==> src/rtl/pc_sequencer_pkg.sv <==
// Shared definitions for the fetch PC sequencer: next-PC opcodes and FSM states.
package pc_sequencer_pkg;

    localparam int unsigned XLEN    = 32;
    localparam int unsigned NPCOP_W = 3;

    localparam logic [NPCOP_W-1:0] NPC_PLUS4  = 3'd0;
    localparam logic [NPCOP_W-1:0] NPC_BRANCH = 3'd1;
    localparam logic [NPCOP_W-1:0] NPC_JUMP   = 3'd2;
    localparam logic [NPCOP_W-1:0] NPC_JALR   = 3'd3;

    typedef enum logic [1:0] {
        ST_RUN   = 2'd0,
        ST_WAIT  = 2'd1,
        ST_DRAIN = 2'd2
    } state_e;

    function automatic logic [XLEN-1:0] pc_inc(input logic [XLEN-1:0] pc);
        return pc + XLEN'(4);
    endfunction

endpackage

==> src/rtl/pc_sequencer.sv <==
// Fetch PC register and next-PC sequencing: EX redirects, hazard stalls and the
// imem req/ready handshake, including draining a fetch issued on a squashed path.
module pc_sequencer
    import pc_sequencer_pkg::*;
#(
    parameter logic [31:0] RESET_PC = 32'h0000_0000,
    parameter int unsigned CNT_W    = 16
) (
    input  logic               clk,
    input  logic               rst,
    input  logic               stall,
    input  logic               ex_valid,
    input  logic [2:0]         ex_npcop,
    input  logic               ex_zero,
    input  logic [31:0]        ex_pc_plus_imm,
    input  logic [31:0]        ex_aluout,
    input  logic               imem_ready,
    output logic               imem_req,
    output logic [31:0]        imem_addr,
    output logic [31:0]        pc_if,
    output logic               if_valid,
    output logic               flush_ifid,
    output logic               flush_idex,
    output logic [CNT_W-1:0]   redirect_cnt
);

    state_e      state;
    logic [31:0] drain_addr;
    logic        take;
    logic [31:0] tgt;

    // Redirect decode of the EX-stage instruction.
    always_comb begin
        take = 1'b0;
        tgt  = ex_pc_plus_imm;
        if (ex_valid) begin
            case (ex_npcop)
                NPC_JUMP, NPC_JALR: take = 1'b1;
                NPC_BRANCH:         take = ex_zero;
                default:            take = 1'b0;
            endcase
        end
        if (ex_npcop == NPC_JALR) begin
            tgt = ex_aluout & ~32'd1;
        end
    end

    // Flushes and capture strobe must act in the redirect cycle itself.
    assign imem_req   = !rst;
    assign imem_addr  = (state == ST_DRAIN) ? drain_addr : pc_if;
    assign flush_ifid = !rst && take;
    assign flush_idex = !rst && take;
    assign if_valid   = !rst && !take && !stall && imem_ready && (state != ST_DRAIN);

    always_ff @(posedge clk) begin
        if (rst) begin
            pc_if        <= RESET_PC;
            state        <= ST_RUN;
            drain_addr   <= '0;
            redirect_cnt <= '0;
        end else if (take) begin
            pc_if <= tgt;
            if (redirect_cnt != '1) begin
                redirect_cnt <= redirect_cnt + CNT_W'(1);
            end
            // The in-flight request keeps its original address until it completes.
            if (state != ST_DRAIN) begin
                if (imem_ready) begin
                    state <= ST_RUN;
                end else begin
                    state      <= ST_DRAIN;
                    drain_addr <= pc_if;
                end
            end
        end else begin
            case (state)
                ST_RUN: begin
                    if (!stall) begin
                        if (imem_ready) begin
                            pc_if <= pc_inc(pc_if);
                        end else begin
                            state <= ST_WAIT;
                        end
                    end
                end
                ST_WAIT: begin
                    if (imem_ready) begin
                        state <= ST_RUN;
                        if (!stall) begin
                            pc_if <= pc_inc(pc_if);
                        end
                    end
                end
                ST_DRAIN: begin
                    if (imem_ready) begin
                        state <= ST_RUN;
                    end
                end
                default: state <= ST_RUN;
            endcase
        end
    end

endmodule

==> config.mk <==
export PLATFORM = sky130hd
export DESIGN_NAME = pc_sequencer
export DESIGN_NICKNAME = d
export VERILOG_FILES = /design/src/rtl/pc_sequencer_pkg.sv /design/src/rtl/pc_sequencer.sv
export SDC_FILE = /design/constraint.sdc
export NUM_CORES = 1
export LEC_CHECK = 0
export ABC_AREA = 1
export BUFFER_PORTS_ARGS = -buffer_cell sky130_fd_sc_hd__clkbuf_2
export CAP_MARGIN = 30
export CORE_ASPECT_RATIO = 0.9
export CORE_MARGIN = 3
export CORE_UTILIZATION = 35
export DETAILED_ROUTE_END_ITERATION = 16
export PLACE_DENSITY = 0.7
export SLEW_MARGIN = 20
export SYNTH_ARGS = -nofsm -noshare
export SYNTH_HDL_FRONTEND = slang
export SYNTH_SLANG_ARGS = --single-unit
==> constraint.sdc <==
create_clock -name clk -period 1.6 [get_ports clk]
set_input_delay 0.4 -clock clk [delete_from_list [all_inputs] [get_ports clk]]
set_output_delay 0.4 -clock clk [all_outputs]
set_load 0.03 [all_outputs]
==> results.toml, run 1 <==
[drt]
drtPass1Iterations = 5
route.detailed.wl_per_inst_um = 17.6
drt-total-wl_mm = 23.4
drtIter0Drc = 491
drc = 0
viasPerCell = 5.27
ant_nets = 0
vias = 7008

[place]
io_buffers = 155
place_area_sq_mm = 0.00702
dp_hpwl_mm = 14.3
place_congestion = 0.945
dp_cells = 1277
dpl_worst_slack_ns = -0.165

[yosys]
synth-warning-count = 0
synth.ff_latch_count = 82
syn_area_per_cell_sq_um = 5.92
ys_seq_area_frac = 0.311
synth_area_sq_mm = 0.00527
synth_fp_nets = 968
netlist_instances = 890
ys_types = 32

[outcome]
status = "finished with violations"
violations = "setup timing"

[pwr]
total_power_uw = 7930
p_per_area_mw_per_mm2 = 871
p_leak_uw = 0.00387
peakVddDrop_mv = 0.778

[timing]
rsz0062_at_grt = "true"
fin_crit_ns = 2.10
finalSetupViolCount = 96
maxSlewViolCount = 0
hold_violations = 0
tightest_slew_ns = 0.396
worst_slack_ns = -0.503
skew_ns = 0.00726
slew-limit-headroom = 0.733
fin_crit_sh = 1.31
max_freq_ghz = 0.475

[setup_path]
endpoint_kind = "output pin"
reg2reg_slack_ns = -0.27
critPathMaxFanout = 8
crit_path_end = "if_valid"
required_ns = 1.20
timing.rr.start = "state[0]$_SDFFE_PP0P_"
start_kind = "flop"
r2r_end = "drain_addr[26]$_SDFFE_PP0P_"
reg2reg_depth = 10
worstPathArrival_ns = 1.70
crit_type = "flop to output pin"
crit_path_start = "state[0]$_SDFFE_PP0P_"

[hold_path]
hp-class = "input port to flop"

[cells_and_area]
area_delta_synth_final_pct = 72.7
fin_area_sq_mm = 0.00910
diodes = 0
final_cells = 1330
fin_nets = 1211
finish.utilization = 0.634
drive_above_1_share = 0.457

[floorplanning]
io_pins = 157
die_h_um = 122
dieArea_sq_mm = 0.0166
row_count = 41
fp.dieW_um = 135
initial_core_util = 0.367
core_region_area_sq_mm = 0.0144

[flow_run]
maxCapViolCount = 0

[cts]
cts_tree = "yes"
cts_max_level = 3
cts.sinks = 82
root_buffer = "clkbuf_16"
clkTransAtPathRegs_ns = 0.06
numCtsBuffers = 9
clk_latency_ns = 0.35
cts_hold_buf = 0
cts_buffer_depth = 2

[grt]
overflow = 0
grt_pass1_wl_mm = 32.6
grt_usage = 0.250
grt_max_degree = 32
first_global_vias = 6228
antenna_found_initial = 0
-- worst min-delay path by stage --
stage                                from                         end  cells after the start
3_5_place_dp   drain_addr[3]$_SDFFE_PP0P_  drain_addr[3]$_SDFFE_PP0P_                      2
2_1_floorplan  drain_addr[0]$_SDFFE_PP0P_  drain_addr[0]$_SDFFE_PP0P_                      2
3_3_place_gp   drain_addr[0]$_SDFFE_PP0P_  drain_addr[0]$_SDFFE_PP0P_                      2
4_1_cts                      ex_aluout[1]       pc_if[1]$_SDFFE_PP0P_                      3
6_report                     ex_aluout[1]       pc_if[1]$_SDFFE_PP0P_                      3
5_1_grt                 ex_pc_plus_imm[0]       pc_if[0]$_SDFFE_PP0P_                      3
-- layout make-up --
class                   count  area, sq um
repair buffers            276         2420
clock buffers              12          236
clock inverters             3         65.1
well taps                 193          241
fillers                  1198         5260
multi-input cells         699         4200
repair inverters            1         16.3
flip-flops and latches     82         1660
inverters                  64          263
-- worst max-delay path: stages, from the launching register on --
cell      delay, ns
dfxtp_2        0.33
inv_2          0.04
ha_4           0.22
buf_6          0.17
nor3_2         0.20
nand3_1        0.16
inv_2          0.09
clkbuf_8       0.15
-- layout by cell type (no fill, tap or decap), types with 34 or more instances in the layout --
cell and n:
nand2_1 227, nor2_1 127, clkbuf_2 118, buf_4 83
dfxtp_1 69, inv_1 54, a21oi_2 47, nor2_4 38
nand3_1 37, a21oi_1 34
-- power by group --
part / internal [uW] / switching, uW
clock network: 1360 / 864
logic: 1320 / 2000
registers: 2200 / 194
total: 4870 / 3050
-- cells in the mapped netlist --
| cell type | number | area, sq um |
|---|---|---|
| nor2_1 | 176 | 661 |
| nand3_4 | 2 | 35.0 |
| nor4_1 | 1 | 6.26 |
| xor2_1 | 14 | 123 |
| inv_1 | 61 | 229 |
| nand3_1 | 39 | 195 |
| o21ai_0 | 65 | 325 |
| o211ai_1 | 2 | 15.0 |
| nand3_2 | 4 | 40.0 |
| nand2_2 | 2 | 12.5 |
| nand2_1 | 271 | 1020 |
| nor3_1 | 5 | 25.0 |
| ha_1 | 5 | 62.6 |
| nor3_2 | 2 | 20.0 |
| nand4_1 | 3 | 18.8 |
| nor2_4 | 3 | 33.8 |
| buf_4 | 5 | 37.5 |
| nor2_2 | 6 | 37.5 |
| dfxtp_1 | 82 | 1640 |
| a311oi_1 | 1 | 8.76 |
| inv_2 | 2 | 7.51 |
| or2_2 | 1 | 6.26 |
| nand3b_1 | 1 | 7.51 |
| a21oi_1 | 84 | 420 |
| xnor2_1 | 1 | 8.76 |
| nand2_4 | 2 | 22.5 |
| buf_2 | 17 | 85.1 |
| o22ai_1 | 1 | 6.26 |
| buf_6 | 4 | 45.0 |
| o21ai_1 | 8 | 40.0 |
| clkinv_2 | 1 | 5.00 |
| clkbuf_1 | 19 | 71.3 |
-- flip-flops by register name (all words and copies together), names as in the netlist --
| signal | flops |
|---|---|
| drain_addr | 32 |
| state | 2 |
| redirect_cnt | 16 |
| pc_if | 32 |
-- cells by family (layout without fill, tap and decap cells) --
group,Yosys count,after routing,share of synthesized area
simple gates,518,518,0.406
compound gates,161,161,0.155
buf+inv,109,356,0.0912
flops,82,82,0.311
xor+xnor,15,15,0.0249
fa+ha+maj,5,5,0.0119
-- per-layer routing --
metal / track usage / up-vias / share of wire
met3: 0.0689 / 72 / 0.097
met1: 0.340 / 3225 / 0.41
met2: 0.382 / 384 / 0.45
li1: - / 3327 / -
met4: 0.0882 / 0 / 0.040
met5: 0 / - / 0
-- what timing repair did --
action,CTS,global route
setup endpoints to repair,86,107
setup buffers,14,16
pin swaps,27,38
cloned,7,10
resized for setup,132,243
-- stage by stage --
stage          hold slack (ns)  TNS (ns)
2_1_floorplan            0.451     -1.55
6_report                 0.306    -22.50
4_1_cts                  0.300    -20.10
5_1_grt                  0.306    -27.04
3_5_place_dp             0.468     -5.80
3_3_place_gp             0.459     -3.63
Power figures use the tool's default switching activity.
==> run 2, diff against run 1 <==
--- a/config.mk
+++ b/config.mk
@@ -12,7 +12,7 @@
 export CORE_MARGIN = 3
 export CORE_UTILIZATION = 35
 export DETAILED_ROUTE_END_ITERATION = 16
-export PLACE_DENSITY = 0.7
+export PLACE_DENSITY = 0.68
 export SLEW_MARGIN = 20
 export SYNTH_ARGS = -nofsm -noshare
 export SYNTH_HDL_FRONTEND = slang
==> constraint.sdc (replaced) <==
create_clock -name clk -period 2 [get_ports clk]
set_input_delay 0.5 -clock clk [delete_from_list [all_inputs] [get_ports clk]]
set_output_delay 0.5 -clock clk [all_outputs]
set_load 0.03 [all_outputs]
==> run 2 against run 1 <==
Compared with the run above:
- wire length is 16% lower
- clock skew increased by 0.0014 ns
- worst setup slack improved by 0.41 ns
- first-iteration DRC count increased by 2.4%
- sequential power down 21%
- the run still ends with setup timing left
- highest routed layer unchanged
==> results.toml, run 2 (same netlist as run 1, synthesis figures left out) <==
[grt]
grt_usage = 0.230
antenna_found_initial = 0
grt_max_degree = 36
grt_pass1_wl_mm = 29.7
overflow = 0
first_global_vias = 5801

[drt]
route.detailed.wl_per_inst_um = 15.7
drc = 0
vias = 6348
viasPerCell = 5.03
met2WireLength_mm = 8.55
ant_nets = 0
dr.max_layer_used = "met4"
route.met3.wl_mm = 1.64
drtPass1Iterations = 5
met1_length_mm = 9.27
drtIter0Drc = 503
drt-total-wl_mm = 19.8

[cts]
cts_hold_buf = 0
cts_tree = "yes"
clkTransAtPathRegs_ns = 0.07
cts_max_level = 3
root_buffer = "clkbuf_16"
cts.sinks = 82
numCtsBuffers = 9
clk_latency_ns = 0.36
cts_buffer_depth = 2

[timing]
tightest_slew_ns = 0.432
fin_crit_ns = 2.09
slew-limit-headroom = 0.710
skew_ns = 0.00864
max_freq_ghz = 0.478
setup_tns_ns = -1.26
fin_crit_sh = 1.05
rsz0062_at_grt = "true"
hold_violations = 0
finalSetupViolCount = 24
hold_slack_ns = 0.389
worst_slack_ns = -0.0940
maxSlewViolCount = 0

[hold_path]
hold_end = "pc_if[0]$_SDFFE_PP0P_"
hp-class = "input port to flop"
hold_depth = 3
worstHoldStart = "ex_pc_plus_imm[0]"

[cells_and_area]
finish.utilization = 0.527
drive_above_1_share = 0.288
fin_area_sq_mm = 0.00757
diodes = 0
fillers = 1424
largestRegisters = "drain_addr x32, pc_if x32, redirect_cnt x16"
layout_commonest_cell = "nand2_1"
area_delta_synth_final_pct = 43.7
layout_common_cells = "nand2_1 (253), nor2_1 (173), clkbuf_2 (122)"
fin_nets = 1141

[pwr]
pwr-share-clk = 0.329
p_leak_uw = 0.00341
seq_power_share = 0.324
p_int_uw = 3640
switchingPower_uw = 2210
p_comb_frac = 0.347
peakVddDrop_mv = 0.502
swShare = 0.378
p_per_area_mw_per_mm2 = 773

[place]
dp_hpwl_mm = 14.1
place_congestion = 1.00
place_area_sq_mm = 0.00642
io_buffers = 155

[setup_path]
crit_buf_inv = 4
critPathMaxFanout = 8
worst_path_largest_cell_delay_ns = 0.33
reg2reg_depth = 13
cp_num_cells = 7
worstPathArrival_ns = 1.59
reg2reg_slack_ns = 0.16
crit_chain = "inv_2 > ha_4 > buf_12 > buf_16 > nand2_2 > o21ai_4 > buf_8"
worst_path_max_delay_cell = "dfxtp_2"
crit_type = "flop to output pin"
endpoint_kind = "output pin"
cp_top_family = "buffers and inverters"
timing.rr.start = "state[0]$_SDFFE_PP0P_"
r2r_end = "pc_if[17]$_SDFFE_PP0P_"
required_ns = 1.50
start_kind = "flop"

[floorplanning]
die_h_um = 122
initial_core_util = 0.367
io_pins = 157
dieArea_sq_mm = 0.0166
fp.dieW_um = 135
row_count = 41
core_region_area_sq_mm = 0.0144

[outcome]
violations = "setup timing"
status = "finished with violations"

[flow_run]
maxCapViolCount = 0
==> run 2: cell count changes in the layout (fill, tap and decap cells not counted), moves of 19 or more <==
cell	previous run	this run
nor2_1	127	173
nand2_2	31	12
nand2_1	227	253
a21oi_2	47	1
nor2_4	38	4
a21oi_1	34	83
buf_4	83	39
==> run 2: worst reg2reg max path, stage by stage (launching register included) <==
cell       delay (ns)
dfxtp_2          0.33
inv_2            0.07
buf_4            0.10
buf_4            0.10
buf_4            0.11
ha_4             0.14
nor2_2           0.04
o21ai_2          0.17
nand3_4          0.17
buf_12           0.17
clkbuf_16        0.16
nand2_1          0.07
nand2_1          0.05
a21oi_1          0.11
==> run 2: what timing repair did <==
item                                    CTS  global route
pin swaps                                10            12
endpoints found under the setup margin   33            61
cloned                                    3             3
resized for setup                       111            95
setup buffers                             8             1
==> run 2: final cells by class <==
cell class / instances / area, sq um / share of cell area
Clock buffer: 9 / 225 / 0.0297
Inverter: 64 / 243 / 0.0321
Clock inverter: 7 / 109 / 0.0144
Sequential cell: 82 / 1640 / 0.217
Timing Repair Buffer: 207 / 1620 / 0.214
Multi-Input combinational cell: 699 / 3490 / 0.461
Tap cell: 193 / 241 / 0.0319
==> run 2: metrics by stage <==
stage          total power [uW]  setup WS [ns]  cells
6_report                   5850        -0.0940   1261
5_1_grt                    6100         -0.134   1261
4_1_cts                    5640        -0.0625   1259
3_5_place_dp               3530         0.0385   1232
3_3_place_gp               3520         0.0965   1232
2_1_floorplan              2930        -0.0697    890
==> run 2: worst max path at each step <==
stage | from | endpoint | slack, ns
3_3_place_gp | ex_npcop[0] | flush_ifid | 0.1
6_report | state[0]$_SDFFE_PP0P_ | imem_addr[8] | -0.09
2_1_floorplan | state[0]$_SDFFE_PP0P_ | imem_addr[1] | -0.07
5_1_grt | state[0]$_SDFFE_PP0P_ | imem_addr[10] | -0.13
3_5_place_dp | ex_npcop[0] | redirect_cnt[4]$_SDFFE_PP0P_ | 0.04
4_1_cts | state[0]$_SDFFE_PP0P_ | imem_addr[10] | -0.06
==> run 2: power by group through the flow <==
| stage | Clock, uW | Sequential [uW] | Combinational (uW) |
|---|---|---|---|
| 6_report | 1930 | 1900 | 2030 |
| 5_1_grt | 2000 | 1910 | 2180 |
| 4_1_cts | 1940 | 1890 | 1810 |
| 3_5_place_dp | 0 | 1920 | 1610 |
| 3_3_place_gp | 0 | 1920 | 1600 |
| 2_1_floorplan | 0 | 2090 | 843 |
==> run 2: routing by layer <==
layer,up-vias,GRT usage
li1,3174,-
met1,2898,0.337
met2,252,0.336
met3,24,0.0525
met4,0,0.0661
met5,-,0
